## src/rtl/sha_1_pad.sv

```systemverilog
// SHA-1 message padder: packs a 32-bit word stream into padded 512-bit blocks for the sha_1 core.
// Optional sticky error reporting (err port) is compiled in with SHA1_PAD_ERR_EN.
module sha_1_pad #(
    parameter int LEN_W = 64
) (
    input  logic         clk,
    input  logic         rst,
    input  logic [31:0]  in_data,
    input  logic         in_valid,
    output logic         in_ready,
    input  logic         in_last,
    input  logic [2:0]   in_bytes,
    output logic [511:0] Data,
    output logic [63:0]  Index,
    output logic         Enable,
    input  logic         core_ready,
    output logic         busy,
    output logic         done
`ifdef SHA1_PAD_ERR_EN
    ,
    output logic         err
`endif
);

    typedef enum logic [1:0] {FILL, PAD, SEND, WAIT} state_t;

    state_t             state_reg, state_next;
    logic [3:0]         wcnt_reg, wcnt_next;
    logic [LEN_W-1:0]   blen_reg, blen_next, blen_add;
    logic [63:0]        index_reg, index_next;
    logic               mark_reg, mark_next;   // 0x80000000 word still owed
    logic               cont_reg, cont_next;   // length field goes in the following block
    logic               last_reg, last_next;   // current block carries the length
    logic               busy_reg, busy_next;
    logic               wr_en;
    logic [31:0]        wr_data;
    logic [31:0]        buf_reg [16];
    logic [31:0]        fill_word;
    logic [2:0]         bytes_eff;
    logic               short_last;
    logic               accept;
    logic               err_hit;
    logic [63:0]        blen64;

    assign bytes_eff  = (!in_last || in_bytes >= 3'd4) ? 3'd4 : in_bytes;
    assign short_last = in_last && (bytes_eff != 3'd4);
    assign accept     = in_valid && in_ready;

    // Keep the valid leading bytes, place the 0x80 marker right after them, zero the rest.
    for (genvar gi = 0; gi < 4; gi++) begin : g_byte
        assign fill_word[31-8*gi -: 8] = (3'(gi) < bytes_eff)  ? in_data[31-8*gi -: 8] :
                                         (3'(gi) == bytes_eff) ? 8'h80 : 8'h00;
    end

    always_comb begin
        blen64 = '0;
        blen64[LEN_W-1:0] = blen_reg;
    end

`ifdef SHA1_PAD_ERR_EN
    logic             err_reg;
    logic [LEN_W:0]   blen_sum;

    assign blen_sum = {1'b0, blen_reg} + (LEN_W+1)'({bytes_eff, 3'b000});
    assign blen_add = blen_sum[LEN_W-1:0];
    assign err_hit  = accept && ((in_last && in_bytes > 3'd4) || blen_sum[LEN_W]);
    assign in_ready = (state_reg == FILL) && !err_reg;
    assign err      = err_reg;

    always_ff @(posedge clk) begin
        if (rst)
            err_reg <= 1'b0;
        else if (err_hit)
            err_reg <= 1'b1;
    end
`else
    assign blen_add = blen_reg + LEN_W'({bytes_eff, 3'b000});
    assign err_hit  = 1'b0;
    assign in_ready = (state_reg == FILL);
`endif

    assign Enable = (state_reg == SEND);
    assign done   = (state_reg == WAIT) && core_ready && last_reg;
    assign busy   = busy_reg;
    assign Index  = index_reg;

    always_comb begin
        state_next = state_reg;
        wcnt_next  = wcnt_reg;
        blen_next  = blen_reg;
        index_next = index_reg;
        mark_next  = mark_reg;
        cont_next  = cont_reg;
        last_next  = last_reg;
        busy_next  = busy_reg;
        wr_en      = 1'b0;
        wr_data    = '0;
        case (state_reg)
            FILL: begin
                if (accept && !err_hit) begin
                    wr_en     = 1'b1;
                    wr_data   = fill_word;
                    wcnt_next = wcnt_reg + 4'd1;
                    blen_next = blen_add;
                    busy_next = 1'b1;
                    if (in_last) begin
                        mark_next = !short_last;
                        if (wcnt_reg == 4'd15) begin
                            state_next = SEND;
                            cont_next  = 1'b1;
                        end else begin
                            state_next = PAD;
                            cont_next  = short_last && (wcnt_reg == 4'd14);
                        end
                    end else if (wcnt_reg == 4'd15) begin
                        state_next = SEND;
                    end
                end
            end
            PAD: begin
                wr_en     = 1'b1;
                wcnt_next = wcnt_reg + 4'd1;
                if (mark_reg) begin
                    wr_data   = 32'h8000_0000;
                    mark_next = 1'b0;
                    if (wcnt_reg >= 4'd14)
                        cont_next = 1'b1;
                end else if (!cont_reg && wcnt_reg == 4'd14) begin
                    wr_data = blen64[63:32];
                end else if (!cont_reg && wcnt_reg == 4'd15) begin
                    wr_data   = blen64[31:0];
                    last_next = 1'b1;
                end
                if (wcnt_reg == 4'd15)
                    state_next = SEND;
            end
            SEND: begin
                state_next = WAIT;
            end
            WAIT: begin
                if (core_ready) begin
                    wcnt_next = '0;
                    if (last_reg) begin
                        index_next = '0;
                        blen_next  = '0;
                        last_next  = 1'b0;
                        busy_next  = 1'b0;
                        state_next = FILL;
                    end else begin
                        index_next = index_reg + 64'd1;
                        if (cont_reg) begin
                            cont_next  = 1'b0;
                            state_next = PAD;
                        end else begin
                            state_next = FILL;
                        end
                    end
                end
            end
            default: state_next = FILL;
        endcase
    end

    always_ff @(posedge clk) begin
        if (rst) begin
            state_reg <= FILL;
            wcnt_reg  <= '0;
            blen_reg  <= '0;
            index_reg <= '0;
            mark_reg  <= 1'b0;
            cont_reg  <= 1'b0;
            last_reg  <= 1'b0;
            busy_reg  <= 1'b0;
        end else begin
            state_reg <= state_next;
            wcnt_reg  <= wcnt_next;
            blen_reg  <= blen_next;
            index_reg <= index_next;
            mark_reg  <= mark_next;
            cont_reg  <= cont_next;
            last_reg  <= last_next;
            busy_reg  <= busy_next;
        end
    end

    // Block buffer: word gi of the block is presented at Data[32*gi +: 32].
    for (genvar gi = 0; gi < 16; gi++) begin : g_word
        always_ff @(posedge clk) begin
            if (rst)
                buf_reg[gi] <= '0;
            else if (wr_en && wcnt_reg == 4'(gi))
                buf_reg[gi] <= wr_data;
        end
        assign Data[32*gi +: 32] = buf_reg[gi];
    end

endmodule

```

## config.mk

```make
export PLATFORM = sky130hd
export DESIGN_NAME = sha_1_pad
export DESIGN_NICKNAME = d
export VERILOG_FILES = /design/src/rtl/sha_1_pad.sv
export SDC_FILE = /design/constraint.sdc
export NUM_CORES = 1
export LEC_CHECK = 0
export CORE_AREA = 2 2 238 240
export DETAILED_ROUTE_END_ITERATION = 6
export DIE_AREA = 0 0 240 242
export GPL_TIMING_DRIVEN = 1
export PLACE_DENSITY = 0.85
export SYNTH_ARGS = -nofsm -noshare
export SYNTH_HDL_FRONTEND = slang
export SYNTH_SLANG_ARGS = --single-unit
```

## constraint.sdc

```tcl
create_clock -name clk -period 4.42 [get_ports clk]
set_input_delay 0.884 -clock clk [delete_from_list [all_inputs] [get_ports clk]]
set_output_delay 0.884 -clock clk [all_outputs]
set_load 0.02 [all_outputs]
```

==> impl_metrics.toml, run 1 <==
[final_layout]
fin_nets = 2830
final_cell_count_no_fill = 3593
drive_gt1_frac = 0.0899
multi_input_area_mm2 = 0.00730
utilization = 0.637
postLayoutCellArea_mm2 = 0.0355
largest_reg_flops = 512
regArea_mm2 = 0.0181
area_delta_synth_final_pct = 37.2
fill_cells = 3992

[cts]
cts_max_level = 3
cts_buffers = 68
post-cts-setup-buffer-count = 0
insertion_delay_ns = 0.62
cts.path.max_buffers = 3
ctsRootBufferMaster = "clkbuf_16"
path_clk_slew_ns = 0.06
cts_hold_buf = 0
cts.sinks = 647
cts_resized = 0
cts_tree = "done"

[power]
swShare = 0.247
clockPowerShare = 0.410
power_switching_mw = 3.44
p_leak_nw = 12.2
internal_power_mw = 10.5
power_frac_seq = 0.493
power_density_mw_per_mm2 = 392
ir_drop_uv = 335
total_power_mw = 13.9
pwr-share-comb = 0.097

[synth]
syn_nets = 2214
syn_avg_cell_area_um2 = 12.0
yosysWarningCount = 0
syn-cell-area_mm2 = 0.0259
synth_edf_count = 512
synth_flop_cell = "edfxtp_1"
async_reset_ff_frac = 0
synthCells = 2165
synth_cell_types = 79
yosysSeqAreaShare = 0.698
yosys_register_bits = 647

[sta]
holdWs_ns = 0.505
final.setup_skew_ns = 0.0338
finalMaxSlewViolations = 0
finalSetupTns_ns = 0
slew_headroom = 0.210
min_period_over_period = 0.839
clock.fmax_ghz = 0.270
finalHoldViolCount = 0
setup_viol = 0
tightest_slew_ns = 1.18
timing.final.crit_period_ns = 3.71
setup_slack_ns = 0.713
rsz0062_at_grt = "no"

[floorplanning]
num_io_pins = 620
die_h_um = 242
die_w_um = 240
rows = 87
coreArea_mm2 = 0.0557
die_area_mm2 = 0.0581
start_util = 0.465

[outcome]
status = "complete, no violations"

[placement]
dpl_worst_slack_ns = 0.562
hpwlAfterDp_um = 65200
place_inst = 3467
place.gp.congestion = 1.02
io_buffers = 619
placed_area_mm2 = 0.0333

[critical_path]
cp.required_ns = 3.54
crit_type = "primary input to output pin"
r2r-end = "buf_reg[0][181]$_SDFFCE_PN0P_"
cp-endpoint = "done"
r2r_slack_ns = 1.06
r2r_cells = 7
end_kind = "output pin"
crit_start = "core_ready"
r2r-start = "state_reg[0]$_SDFFE_PP0P_"
crit_fanout = 7
cp.arrival_ns = 2.82
start_kind = "primary input"

[detailed_routing]
drcViolationCount = 0
wl_per_cell_um = 26.1
vias = 21400
drt_iter0_markers = 2511
drt_wl_total_um = 93900
viasPerCell = 5.96
first_pass_iters = 7
postRouteAntennaNets = 0

[grt]
grt_util_all_layers = 0.317
grt_max_degree = 33
overflow = 0
grt_pass1_vias = 20700
grt_pass1_wl_um = 137000
antenna_found_initial = 1

[run]
drv_cap = 0

[min_path]
min_path_cells = 2
hold_class = "flop to flop"
==> kinds of logic (layout without fill, tap and decap cells) <==
logic type | count (synthesis) | count (layout) | synth area share
other cells | 0 | 1 | 0
compound gates | 282 | 282 | 0.0753
simple gates | 1002 | 1002 | 0.177
fa+ha+maj | 9 | 9 | 0.00435
flops | 647 | 647 | 0.698
buf+inv | 181 | 852 | 0.0295
mux | 13 | 13 | 0.00522
xor+xnor | 31 | 31 | 0.0105
==> synthesized netlist by cell type (all sizes together), types with 7 or more instances <==
master    n  area (µm²)
nor4     16         119
and2     20         125
xor2     22         193
a222oi   16         160
inv      20        75.1
nand2b   11        68.8
a22oi    12        90.1
dfxtp   135        2700
o21ai    43         215
a31oi    28         175
buf      58         299
nor2    592        2220
a21oi    59         295
nand4    50         340
edfxtp  512       15400
o211ai   12        90.1
nor3     31         165
nand3    57         290
xnor2     9        78.8
clkbuf  103         390
a32oi     7        61.3
or3      14        88.8
and3     19         119
or4      31         233
or2       7        43.8
a21o      9        67.6
and4     19         169
nand2   117         442
ha        9         113
mux2i     9        90.1
o21bai   14         105
a22o     10        87.6
o31ai    22         165
==> cells in the final DEF (no fill, tap or decap), types with 7 or more instances in the layout <==
cell type,n
or3_1,13
or4_1,31
nand4_1,47
nand3_1,56
a21o_1,7
o31ai_1,22
a31oi_1,28
nor3_1,29
a222oi_1,16
a22oi_2,11
inv_1,20
ha_1,9
and3_1,19
clkinv_2,17
edfxtp_1,512
xnor2_1,9
o21bai_4,12
nor4_1,13
nand2_1,113
a21oi_1,58
xor2_1,22
nor2_1,591
o211ai_1,12
o21ai_0,39
and4_1,18
dfxtp_1,135
clkbuf_16,69
mux2i_1,9
buf_4,83
a22o_1,10
clkinv_1,16
and2_1,20
nand2b_1,11
clkdlybuf4s50_1,618
or2_2,7
==> power by group through the flow <==
stage	combinational, mW	sequential (mW)	clock (mW)
2_1_floorplan	0.303	7.24	0
3_3_place_gp	1.31	6.98	0
3_5_place_dp	1.33	6.99	0
4_1_cts	1.34	6.86	5.73
5_1_grt	1.38	6.88	5.96
6_report	1.35	6.86	5.70
==> worst max-delay path: stages <==
cell and delay (ns):
clkdlybuf4s50_1 0.58, and3_1 0.22, nand2_1 0.20, inv_1 0.27, clkdlybuf4s50_1 0.66
==> final cells by class <==
class | instances | area share
clock inverters | 48 | 0.0121
diodes | 1 | 0.0000705
clock buffers | 77 | 0.0500
repair buffers | 707 | 0.195
well taps | 756 | 0.0266
multi-input cells | 1337 | 0.205
inverters | 20 | 0.00211
flip-flops and latches | 647 | 0.509
==> worst min path at each step <==
| stage | startpoint | to | slack (ns) |
|---|---|---|---|
| detailed placement | Index[1]$_SDFFE_PP0P_ | Index[1]$_SDFFE_PP0P_ | 0.50 |
| finish | Index[41]$_SDFFE_PP0P_ | Index[41]$_SDFFE_PP0P_ | 0.51 |
| CTS | Index[41]$_SDFFE_PP0P_ | Index[41]$_SDFFE_PP0P_ | 0.51 |
| global route | Index[49]$_SDFFE_PP0P_ | Index[49]$_SDFFE_PP0P_ | 0.54 |
| floorplan | blen64[63]$_SDFFE_PP0P_ | blen64[63]$_SDFFE_PP0P_ | 0.44 |
| global placement | Index[58]$_SDFFE_PP0P_ | Index[58]$_SDFFE_PP0P_ | 0.47 |
==> per-layer routing <==
layer	global-route usage	vias up	share of wire
met4	0.164	0	0.058
met1	0.383	10300	0.34
li1	-	9087	-
met2	0.531	1694	0.49
met5	0	-	0
met3	0.0711	293	0.12
Power figures use the tool's default switching activity.
==> run 2: changes to the inputs <==
- CORE_AREA: 2 2 238 240 -> not set
- CORE_UTILIZATION: not set -> 45
- DIE_AREA: 0 0 240 242 -> not set
- clock period: 4.42 -> 3.3 ns (I/O delays scaled with it)
==> impl_metrics.toml, run 2 (synthesized netlist as in run 1, its figures left out) <==
[detailed_routing]
drt_iter0_markers = 2508
first_pass_iters = 7
viasPerCell = 5.91
wl_per_cell_um = 25.9
drcViolationCount = 0
drt_wl_total_um = 94000
postRouteAntennaNets = 0
vias = 21500

[sta]
timing.final.crit_period_ns = 3.21
finalHoldViolCount = 0
tightest_slew_ns = 1.27
finalSetupTns_ns = 0
rsz0062_at_grt = "no"
slew_headroom = 0.152
clock.fmax_ghz = 0.311
holdWs_ns = 0.505
min_period_over_period = 0.973
finalMaxSlewViolations = 0
final.setup_skew_ns = 0.0261
setup_viol = 0

[cts]
path_clk_slew_ns = 0.06
cts_hold_buf = 0
cts.sinks = 647
cts.path.max_buffers = 3
post-cts-setup-buffer-count = 0
cts_buffers = 67
cts_tree = "done"
cts_max_level = 3
ctsRootBufferMaster = "clkbuf_16"
cts_resized = 0
insertion_delay_ns = 0.60

[placement]
io_buffers = 619
place.gp.congestion = 0.923
hpwlAfterDp_um = 64500
place_inst = 3513
placed_area_mm2 = 0.0339

[critical_path]
cp.arrival_ns = 2.55
end_kind = "output pin"
cp.required_ns = 2.64
crit_fanout = 13
crit_type = "flop to output pin"
start_kind = "flop"
cp_cell_sequence = "and3_1 > nand2_1 > inv_1 > clkdlybuf4s50_1"
cpMaxStageDelayCell = "clkdlybuf4s50_1"
path_delay_family = "buffers and inverters"
slowest_delay_ns = 0.70
worst-path-buf-inv = 2

[power]
ir_drop_uv = 422
p_leak_nw = 12.4
power_density_mw_per_mm2 = 510

[grt]
grt_pass1_wl_um = 136000
grt_pass1_vias = 20600
antenna_found_initial = 2
grt_max_degree = 58
grt_util_all_layers = 0.314
overflow = 0

[floorplanning]
num_io_pins = 620
rows = 87
die_w_um = 242
coreArea_mm2 = 0.0566
start_util = 0.457
die_area_mm2 = 0.0585
die_h_um = 242

[final_layout]
layout_commonest_cell = "clkdlybuf4s50_1"
fin_nets = 2875
area_delta_synth_final_pct = 38.9
final_cell_count_no_fill = 3634
layout_common_cells = "618 x clkdlybuf4s50_1, 591 x nor2_1, 512 x edfxtp_1, 135 x dfxtp_1, 114 x nand2_1"
drive_gt1_frac = 0.0998
largest_reg_flops = 512
postLayoutCellArea_mm2 = 0.0360

[min_path]
hold_class = "flop to flop"

[run]
drv_cap = 0

[outcome]
status = "complete, no violations"
[run 2: cell count changes in the layout (fill, tap and decap cells not counted), sizes merged]
cell	previous run	this run
clkinv	37	22
buf	89	135
clkbuf	77	88
clkinvlp	1	2
bufinv	5	3
[run 2: path summary, 6_finish.rpt]
path,from,to,slack [ns],cells past startpoint
setup / recovery,state_reg[0]$_SDFFE_PP0P_,done,0.09,4
setup reg to reg,wcnt_reg[0]$_SDFFE_PP0P_,buf_reg[0][100]$_SDFFCE_PN0P_,0.31,7
hold / removal,Index[1]$_SDFFE_PP0P_,Index[1]$_SDFFE_PP0P_,0.50,2
hold reg to reg,Index[1]$_SDFFE_PP0P_,Index[1]$_SDFFE_PP0P_,0.50,2
[run 2: report_power, final]
group          switching [mW]  total, mW  internal (mW)
clock network            3.18       7.27           4.08
logic                    1.17       1.86          0.698
registers               0.129       9.19           9.06
[run 2: per-layer routing]
metal	up-vias	GRT usage	part of all wire
li1	9169	-	-
met1	10400	0.380	0.35
met2	1681	0.531	0.49
met3	252	0.0703	0.11
met4	0	0.154	0.050
met5	-	0	0
[run 2: metrics by stage]
step | total power [mW] | util | setup WS, ns
floorplan | 10.1 | - | 0.161
global placement | 11.2 | 0.599 | -0.0366
detailed placement | 11.2 | 0.599 | -0.0933
CTS | 18.4 | 0.635 | 0.119
global route | 18.8 | 0.635 | 0.0178
finish | 18.3 | 0.635 | 0.0884
[run 2: final cells by class]
| type | instances | area, µm² |
|---|---|---|
| fill | 4056 | 20600 |
| sequential | 647 | 18100 |
| timing repair buffer | 753 | 7500 |
| multi-input combinational | 1337 | 7290 |
| clock buffer | 88 | 1790 |
| tap | 756 | 946 |
| clock inverter | 32 | 278 |
| inverter | 20 | 75.1 |
| antenna | 1 | 2.50 |
[run 2: worst register-to-register path: stages (launching register included)]
cell     delay, ns
dfxtp_1       0.39
inv_1         0.10
ha_1          0.31
nor3b_1       0.20
buf_4         0.19
a22o_1        0.25
a22oi_2       0.94
nor2_1        0.28
